--- config.mk ---
export PLATFORM = sky130hd
export DESIGN_NAME = rv_instr_encoder
export DESIGN_NICKNAME = d
export VERILOG_FILES = /design/src/rtl/rv_pkg.sv /design/src/rtl/rv_imm_pack.sv /design/src/rtl/rv_instr_encoder.sv
export SDC_FILE = /design/constraint.sdc
export NUM_CORES = 1
export LEC_CHECK = 0
export CORE_MARGIN = 5
export CORE_UTILIZATION = 32
export CTS_BUF_LIST = sky130_fd_sc_hd__clkbuf_16
export CTS_CLUSTER_DIAMETER = 60
export CTS_CLUSTER_SIZE = 40
export DETAILED_ROUTE_END_ITERATION = 8
export PLACE_DENSITY_LB_ADDON = 0.12
export SYNTH_ARGS = -nofsm -noshare
export SYNTH_HDL_FRONTEND = slang
export SYNTH_SLANG_ARGS = --single-unit
--- constraint.sdc ---
create_clock -name clk -period 4.2 [get_ports clk]
set_input_delay 0.63 -clock clk [delete_from_list [all_inputs] [get_ports clk]]
set_output_delay 0.63 -clock clk [all_outputs]
set_load 0.01 [all_outputs]
--- src/rtl/rv_pkg.sv ---
// Shared RV32I encoding constants and the enums used by the instruction encoder.
package rv_pkg;

    // Base opcodes, identical to the values the main decoder matches on
    localparam logic [6:0] OP_R    = 7'b0110011;
    localparam logic [6:0] OP_I    = 7'b0010011;
    localparam logic [6:0] OP_LW   = 7'b0000011;
    localparam logic [6:0] OP_JALR = 7'b1100111;
    localparam logic [6:0] OP_S    = 7'b0100011;
    localparam logic [6:0] OP_B    = 7'b1100011;
    localparam logic [6:0] OP_J    = 7'b1101111;
    localparam logic [6:0] OP_U    = 7'b0110111;

    // funct3 values forced for the fixed-function classes
    localparam logic [2:0] F3_LW   = 3'b010;
    localparam logic [2:0] F3_JALR = 3'b000;

    // Instruction class as carried on the input bundle
    typedef enum logic [2:0] {
        CLS_R    = 3'd0,
        CLS_I    = 3'd1,
        CLS_LW   = 3'd2,
        CLS_JALR = 3'd3,
        CLS_S    = 3'd4,
        CLS_B    = 3'd5,
        CLS_J    = 3'd6,
        CLS_U    = 3'd7
    } cls_e;

    // Session state of the encoder
    typedef enum logic [1:0] {
        ST_IDLE  = 2'd0,
        ST_RUN   = 2'd1,
        ST_DRAIN = 2'd2,
        ST_DONE  = 2'd3
    } state_e;

endpackage

--- src/rtl/rv_imm_pack.sv ---
// Combinational packer: turns a decoded field bundle into one RV32I word.
// Immediate bits outside a format's range are simply not used.
module rv_imm_pack
    import rv_pkg::*;
(
    input  logic [2:0]  cls,
    input  logic [4:0]  rd,
    input  logic [4:0]  rs1,
    input  logic [4:0]  rs2,
    input  logic [2:0]  funct3,
    input  logic [6:0]  funct7,
    input  logic [31:0] imm,
    output logic [31:0] word,
    output logic        align_err
);

    cls_e cls_e_val;
    assign cls_e_val = cls_e'(cls);

    // Select the bit layout of the requested format
    always_comb begin
        word      = '0;
        align_err = 1'b0;
        case (cls_e_val)
            CLS_R:    word = {funct7, rs2, rs1, funct3, rd, OP_R};
            CLS_I:    word = {imm[11:0], rs1, funct3, rd, OP_I};
            CLS_LW:   word = {imm[11:0], rs1, F3_LW, rd, OP_LW};
            CLS_JALR: word = {imm[11:0], rs1, F3_JALR, rd, OP_JALR};
            CLS_S:    word = {imm[11:5], rs2, rs1, funct3, imm[4:0], OP_S};
            CLS_B: begin
                word      = {imm[12], imm[10:5], rs2, rs1, funct3, imm[4:1], imm[11], OP_B};
                align_err = imm[0];
            end
            CLS_J: begin
                word      = {imm[20], imm[10:1], imm[11], imm[19:12], rd, OP_J};
                align_err = imm[0];
            end
            CLS_U:    word = {imm[31:12], rd, OP_U};
        endcase
    end

endmodule

--- src/rtl/rv_instr_encoder.sv ---
// Streaming RV32I encoder: accepts field bundles, packs them and writes the
// words sequentially into instruction memory through a registered port.
module rv_instr_encoder
    import rv_pkg::*;
#(
    parameter int ADDR_W = 32,
    parameter int CNT_W  = 16
) (
    input  logic              clk,
    input  logic              rst_n,
    input  logic              start,
    input  logic [ADDR_W-1:0] base_addr,
    input  logic [CNT_W-1:0]  max_words,
    input  logic              in_valid,
    output logic              in_ready,
    input  logic              in_last,
    input  logic [2:0]        in_class,
    input  logic [4:0]        in_rd,
    input  logic [4:0]        in_rs1,
    input  logic [4:0]        in_rs2,
    input  logic [2:0]        in_funct3,
    input  logic [6:0]        in_funct7,
    input  logic [31:0]       in_imm,
    output logic              mem_we,
    output logic [ADDR_W-1:0] mem_addr,
    output logic [31:0]       mem_wdata,
    output logic              busy,
    output logic              done,
    output logic              err_align,
    output logic [CNT_W-1:0]  word_count
);

    localparam logic [CNT_W-1:0]  CNT_ONE   = CNT_W'(1);
    localparam logic [ADDR_W-1:0] ADDR_STEP = ADDR_W'(4);
    localparam logic [ADDR_W-1:0] ADDR_MASK = ~ADDR_W'(3);

    state_e             state_reg, state_next;
    logic [ADDR_W-1:0]  addr_reg;
    logic [CNT_W-1:0]   acc_cnt_reg;
    logic [CNT_W-1:0]   limit_reg;
    logic               err_align_reg;
    logic               mem_we_reg;
    logic [ADDR_W-1:0]  mem_addr_reg;
    logic [31:0]        mem_wdata_reg;
    logic [CNT_W-1:0]   word_count_reg;

    logic [31:0]        enc_word;
    logic               enc_align_err;
    logic               limit_hit;
    logic               xfer;
    logic               wr;
    logic               wr_hits_limit;
    logic               in_ready_next;
    logic               busy_next;
    logic               done_next;

    rv_imm_pack u_pack (
        .cls       (in_class),
        .rd        (in_rd),
        .rs1       (in_rs1),
        .rs2       (in_rs2),
        .funct3    (in_funct3),
        .funct7    (in_funct7),
        .imm       (in_imm),
        .word      (enc_word),
        .align_err (enc_align_err)
    );

    // The limit counts words actually accepted for writing; a rejected
    // misaligned bundle does not consume a slot.
    assign limit_hit     = (limit_reg != '0) && (acc_cnt_reg == limit_reg);
    assign xfer          = in_valid && in_ready_next;
    assign wr            = xfer && !enc_align_err;
    assign wr_hits_limit = wr && (limit_reg != '0) && ((acc_cnt_reg + CNT_ONE) == limit_reg);

    // Next-state and state-decoded outputs
    always_comb begin
        state_next    = state_reg;
        in_ready_next = 1'b0;
        busy_next     = 1'b1;
        done_next     = 1'b0;
        case (state_reg)
            ST_IDLE: begin
                busy_next = 1'b0;
                if (start) begin
                    state_next = ST_RUN;
                end
            end
            ST_RUN: begin
                in_ready_next = !limit_hit;
                if (in_valid && !limit_hit && (in_last || wr_hits_limit)) begin
                    state_next = ST_DRAIN;
                end
            end
            ST_DRAIN: begin
                state_next = ST_DONE;
            end
            ST_DONE: begin
                done_next  = 1'b1;
                state_next = ST_IDLE;
            end
        endcase
    end

    // State register
    always_ff @(posedge clk or negedge rst_n) begin
        if (!rst_n) begin
            state_reg <= ST_IDLE;
        end else begin
            state_reg <= state_next;
        end
    end

    // Address/count bookkeeping and the registered memory write port
    always_ff @(posedge clk or negedge rst_n) begin
        if (!rst_n) begin
            addr_reg       <= '0;
            acc_cnt_reg    <= '0;
            limit_reg      <= '0;
            err_align_reg  <= 1'b0;
            mem_we_reg     <= 1'b0;
            mem_addr_reg   <= '0;
            mem_wdata_reg  <= '0;
            word_count_reg <= '0;
        end else begin
            mem_we_reg <= wr;
            if (wr) begin
                mem_addr_reg  <= addr_reg;
                mem_wdata_reg <= enc_word;
                addr_reg      <= addr_reg + ADDR_STEP;
                acc_cnt_reg   <= acc_cnt_reg + CNT_ONE;
            end
            if (mem_we_reg) begin
                word_count_reg <= word_count_reg + CNT_ONE;
            end
            if (xfer && enc_align_err) begin
                err_align_reg <= 1'b1;
            end
            // A new session can only open from IDLE, where no write is in flight
            if ((state_reg == ST_IDLE) && start) begin
                addr_reg       <= base_addr & ADDR_MASK;
                acc_cnt_reg    <= '0;
                limit_reg      <= max_words;
                err_align_reg  <= 1'b0;
                word_count_reg <= '0;
            end
        end
    end

    assign in_ready   = in_ready_next;
    assign busy       = busy_next;
    assign done       = done_next;
    assign err_align  = err_align_reg;
    assign mem_we     = mem_we_reg;
    assign mem_addr   = mem_addr_reg;
    assign mem_wdata  = mem_wdata_reg;
    assign word_count = word_count_reg;

endmodule

# Word-level counts from Yosys, hierarchy flattened
# Cells that the tools add are included.
[word_totals]
register_bits = 148
out_inout_bits = 85
wordCells = 62
[op_classes]
add_sub_neg = 3
n_eq_ne = 14
mux = 16
n_reduce_logical = 20
[ops]
columns = ["op", "count"]
rows = [
  ["32-bit case mux with 8 select lines", 1],
  ["16-bit 2-to-1 mux", 4],
  ["32-bit 2-to-1 mux", 2],
  ["16-bit by 1-bit adder with 16-bit output (second input constant)", 2],
  ["32-bit by 3-bit adder with 32-bit output (second input constant)", 1],
  ["16-bit equality test", 2],
  ["16-bit nonzero test", 1],
  ["3-bit equality test (second input constant)", 4],
  ["1-bit logical AND", 9],
  ["2-bit case mux with 4 select lines", 1],
  ["3-bit by 2-bit equality test with 1-bit output (second input constant)", 2],
  ["1-bit 2-to-1 mux", 6],
  ["2-bit nonzero test", 3],
  ["2-bit equality test (second input constant)", 2],
  ["2-bit 2-to-1 mux", 2],
  ["2-bit != test (second input constant)", 2],
  ["3-bit by 1-bit equality test with 1-bit output (second input constant)", 1],
  ["3-bit logical NOT", 1],
  ["2-bit by 1-bit equality test with 1-bit output (second input constant)", 1],
  ["1-bit logical NOT", 2],
  ["2-bit logical NOT", 1],
  ["2-bit AND reduction", 1],
  ["2-bit OR reduction", 1],
  ["1-bit logical OR", 1],
]

# Depth between registers and ports, before layout
[depth]
ltp_word = 12
ltp_mapped = 11
ltp_nobuf = 8

# Modules after synthesis
# Synthesis repeated with hierarchy kept, for this count alone.
[unflattened]
cells_unflattened = 902
hier_area_um2 = 7714.9
[modules_own_cells]
columns = ["module", "instances", "cells_per_inst", "area_each_um2"]
rows = [
  ["rv_instr_encoder", 1, 800, 7018.0],
  ["rv_imm_pack", 1, 102, 696.9],
]

# Worst setup path after synthesis
# No wires, ideal clock.
[synth_timing]
path_kind = "in2reg"
startpoint = "in in_class[1]"
endpoint = "reg addr_reg[28]"
setup_time_ns = 0.082
arrival_ns = 2.534
setup_slack_ns = 1.584
stages = 8
cell_sequence = "buf_2 > xor2_1 > and3_1 > clkbuf_1 > or4_1 > clkbuf_2 > or4_1 > a31oi_1"
[synth_via]
elab_chain_cells = 6
[synth_lines]
columns = ["item", "line", "text"]
rows = [
  ["start: declaration", "rv_instr_encoder.sv:17", "input logic [2:0] in_class,"],
  ["3-bit equality test", "rv_imm_pack.sv:24", "case (cls_e_val)"],
  ["2-bit OR reduction (no source line) *", "n/a", ""],
  ["1-bit 2-to-1 mux *", "rv_imm_pack.sv:24", ""],
  ["1-bit logical NOT *", "rv_instr_encoder.sv:73", "assign wr = xfer && !enc_align_err;"],
  ["1-bit logical AND *", "rv_instr_encoder.sv:73", ""],
  ["2-bit nonzero test (no source line) *", "n/a", ""],
  ["end signal: assignment", "rv_instr_encoder.sv:130", "addr_reg <= addr_reg + ADDR_STEP;"],
  ["end signal: assignment", "rv_instr_encoder.sv:141", "addr_reg <= base_addr & ADDR_MASK;"],
  ["end: declaration", "rv_instr_encoder.sv:38", "logic [ADDR_W-1:0] addr_reg;"],
]
# Mark *: on every way between the ends. The rest lies on a longest branch, timed or not.
# A chain may end at the register's enable or synchronous reset.

# Worst setup path in the final report
[layout_timing]
startpoint = "reg acc_cnt_reg[13]"
endpoint = "out in_ready"
[layout_via]
elab_chain_cells = 4
[layout_lines]
columns = ["item", "line", "text"]
rows = [
  ["start: declaration", "rv_instr_encoder.sv:39", "logic [CNT_W-1:0] acc_cnt_reg;"],
  ["start signal: assignment", "rv_instr_encoder.sv:131", "acc_cnt_reg <= acc_cnt_reg + CNT_ONE;"],
  ["16-bit equality test", "rv_instr_encoder.sv:71", "assign limit_hit = (limit_reg != '0) && (acc_cnt_reg == limit_reg);"],
  ["1-bit logical AND", "rv_instr_encoder.sv:71", ""],
  ["1-bit logical NOT", "rv_instr_encoder.sv:90", "in_ready_next = !limit_hit;"],
  ["1-bit 2-to-1 mux", "rv_instr_encoder.sv:82", "case (state_reg)"],
  ["end: declaration", "rv_instr_encoder.sv:15", "output logic in_ready,"],
]
# Every way passes these cells.

==> metrics.md <==
| Metric | Value |
|---|---|
| Slowest stage delay, CP | 0.50 ns |
| Vias per cell | between 4 and 5 |
| Worst slew pin tran | between 1 and 1.5 ns |
| Routed wire length | 23.2 mm |
| Postcts setup bufs | 0 |
| Net count reported at finish | approximately 1200 |
| Final Hold Vio Count | 0 |
| Global-route wire length before repair | 37.1 mm |
| Period utilization | 74.6% |
| Synthesized flop and latch total | around 140 |
| Most frequent cells in the layout | nand2_1 (226), clkdlybuf4s50_1 (192), dfrtp_1 (143) |
| Final TNS setup | 0 ns |
| Max-slew violations | 0 |
| Root Buffer Master | clkbuf_16 |
| Gate Count Post-Synth | around 900 |
| Critical Path Start Type | flop |
| Clock tree sinks | 143 |
| Clock slew at reported path FFs | 0.07 ns |
| Delay-heaviest family, CP | simple AND/OR/NAND/NOR gates |
| # diodes | 0 |
| WHS | 0.241 ns |
| Share of power burned in registers | a little under two fifths |
| Cts repair resizes | 0 |
| Core area | 0.0236 mm² |
| Lkg Pwr | 4.45 nW |
| Critical path data arrival time | 2.50 ns |
| Most common cell after layout, fill and taps aside | nand2_1 |
| DP Wirelength | 16.4 mm |
| Die H | 165 µm |
| Worst EP required | 3.57 ns |
| Worst r2r src | acc_cnt_reg[13]$_DFFE_PN0P_ |
| Post-synth EDFFs | 0 |
| Internal Pwr Total | 0.00407 W |
| Sequential area share after synthesis | between 40% and 50% |
| Drt first pass iters | 5 |
| Yosys cell types | 63 |
| Min cycle time layout | ~3.1 ns |
| Non-filler cells in the finished layout | 1391 |
| Headroom to the max-slew limit | roughly a quarter |
| Cell area after layout | 0.0105 mm² |
| Pin count of the biggest net entering global routing | 84 |
| Vias in the first global route | 6760 |
| Worst-path cell chain | xor2_2 > nor4b_1 > nand4_2 > o21a_1 > clkdlybuf4s50_1 |
| Switch share | 36.5% |
| Routed via count | about 7000 |
| Fmax | 319 MHz |
| Post-Place Cells | 1359 |
| Comb pwr share | between 30% and 40% |
| Initial antenna violation count | 1 |
| Routed len/inst | approximately 17 µm |
| Die area | 0.0274 mm² |
| Layout cell share with drive strength beyond 1 | 5.78% |
| Synth Warn # | 0 |
| # IOs | 198 |
| Async S/R FF share, synth | 100% |
| GRT Util Overall | 17.2% |
| Die width | 165 µm |
| Reg2reg end | addr_reg[2]$_DFFE_PN0P_ |
| CP Buf/Inv Count | 1 |
| Drt drc | 0 |
| Number of flip-flops in the largest register | 31 |
| I/O Buffers | 193 |
| Final Skew | 0.0145 ns |
| Fillers | 2380 |
| Post-Place Cell Area | ~0.0099 mm² |
| Hold_buf cts | 0 |
| Ys flop type | dfrtp_1 |
| CTS tree | done |
| CP max stage cell | clkdlybuf4s50_1 |
| Remaining global-route overflow | 0 |
| Setup Crit Path Kind | reg2out |
| Avg Cell Area, Syn | around 8.6 µm² |
| R2R Setup Slk | 1.12 ns |
| Area growth from synthesis to final layout | 36.3% |
| RSZ-0062 raised after global routing | no |
| Post-detailed-route count of antenna-violating nets | 0 |
| Final GP Congestion | 0.867 |
| Initial Util | 32.7% |
| Switch Pwr | 0.00234 W |
| Worst-Skew Late Latency | 0.43 ns |
| Endpoint type of the worst setup path | output pin |
| Number of core rows | 56 |
| Num CTS Buffers | 17 |
| Clock power frac | 25.4% |
| Clock Tree Buf Depth | 2 |
| CTS H-Tree Depth | 4 |
| Crit path max fanout | 4 |
| End-of-flow core utilization | 44.6% |
| Worst R2R Path Depth | 8 |
| P per Cell Area | approximately 600 mW/mm² |
| Max_cap viols | 0 |
| Peak supply drop | 0.218 mV |
| Drt first-iter violations | 376 |
| Synthesized cell area | 0.00773 mm² |
| Status | finished clean |
| Hold WC Path Type | in2async |
| Final setup fails | 0 |
==> power groups by stage <==
stage          logic (W)  registers [W]  clock network (W)
2_1_floorplan    0.00119        0.00243                  0
3_3_place_gp     0.00241        0.00240                  0
3_5_place_dp     0.00243        0.00240                  0
4_1_cts          0.00244        0.00239            0.00167
5_1_grt          0.00269        0.00248            0.00172
6_report         0.00239        0.00239            0.00163
==> final cells by class <==
type                            count  area, µm²  area share (%)
Inverter                           19       71.3           0.677
Sequential cell                   143       3580            34.0
Tap cell                          319        399            3.79
Multi-Input combinational cell    675       3830            36.4
Clock inverter                     15        194            1.84
Timing Repair Buffer              203       2030            19.3
Clock buffer                       17        425            4.04
==> worst max-delay path by stage <==
stage          cells past startpoint                   startpoint                       end
2_1_floorplan                      8                  in_class[1]  addr_reg[28]$_DFFE_PN0P_
4_1_cts                            5   acc_cnt_reg[8]$_DFFE_PN0P_                  in_ready
3_5_place_dp                       6                  in_class[1]  addr_reg[24]$_DFFE_PN0P_
5_1_grt                            8   acc_cnt_reg[8]$_DFFE_PN0P_   addr_reg[2]$_DFFE_PN0P_
3_3_place_gp                       6                  in_class[1]  addr_reg[30]$_DFFE_PN0P_
6_report                           5  acc_cnt_reg[13]$_DFFE_PN0P_                  in_ready
==> synthesized netlist by cell type, drive strengths merged (2+ instances only) <==
| master | number | area [µm²] |
|---|---|---|
| a211oi | 3 | 22.5 |
| a21oi | 12 | 60.1 |
| a221o | 2 | 20.0 |
| a31o | 2 | 17.5 |
| a31oi | 16 | 100 |
| and2 | 2 | 12.5 |
| and3 | 11 | 68.8 |
| and4 | 6 | 52.6 |
| buf | 26 | 134 |
| clkbuf | 32 | 121 |
| dfrtp | 143 | 3580 |
| ha | 8 | 100 |
| inv | 19 | 71.3 |
| mux2i | 11 | 110 |
| nand2 | 226 | 848 |
| nand2b | 2 | 12.5 |
| nand3 | 35 | 185 |
| nand3b | 10 | 75.1 |
| nand4 | 17 | 119 |
| nor2 | 60 | 225 |
| nor2b | 5 | 31.3 |
| nor3 | 18 | 113 |
| nor3b | 2 | 15.0 |
| nor4 | 16 | 100 |
| nor4b | 2 | 23.8 |
| o211ai | 5 | 51.3 |
| o21ai | 75 | 375 |
| o221ai | 10 | 87.6 |
| o311ai | 7 | 61.3 |
| o31ai | 7 | 52.6 |
| or2 | 5 | 31.3 |
| or3 | 12 | 75.1 |
| or4 | 8 | 63.8 |
| or4b | 5 | 50.1 |
| xnor2 | 36 | 315 |
| xor2 | 23 | 209 |
==> routing by layer <==
metal / vias up / GRT usage [%] / wire length [µm]
met5: - / 0 / 11
met4: 2 / 5.17 / 366
met3: 23 / 6.01 / 1730
met2: 181 / 26.9 / 10700
met1: 3255 / 22.6 / 10300
li1: 3437 / - / -
==> kinds of logic (layout without fill, tap and decap cells) <==
kind of cell | count (synthesis) | after routing | synth area share [%]
mux | 12 | 12 | 1.57
simple gates | 446 | 446 | 27.7
compound gates | 148 | 148 | 12.0
buf+inv | 77 | 254 | 4.23
fa+ha+maj | 8 | 8 | 1.30
flops | 143 | 143 | 46.3
other cells | 1 | 2 | 0.0485
xor+xnor | 59 | 59 | 6.79
==> per-stage QoR <==
step,setup WS [ns],power [W]
after floorplan,1.58,0.00362
after detailed placement,0.941,0.00483
final,1.07,0.00641
after CTS,1.05,0.00650
after global routing,0.835,0.00689
after global placement,0.981,0.00481
==> worst register-to-register path, cell delays in order, from the launching register on <==
cell and delay [ns]:
dfrtp_1 0.46, xor2_2 0.23, nor4b_1 0.40, nand4_2 0.24
o211ai_4 0.40, or2_4 0.46, inv_2 0.40, xnor2_1 0.25
o21ai_0 0.09
(Power assumes the default switching activity.)
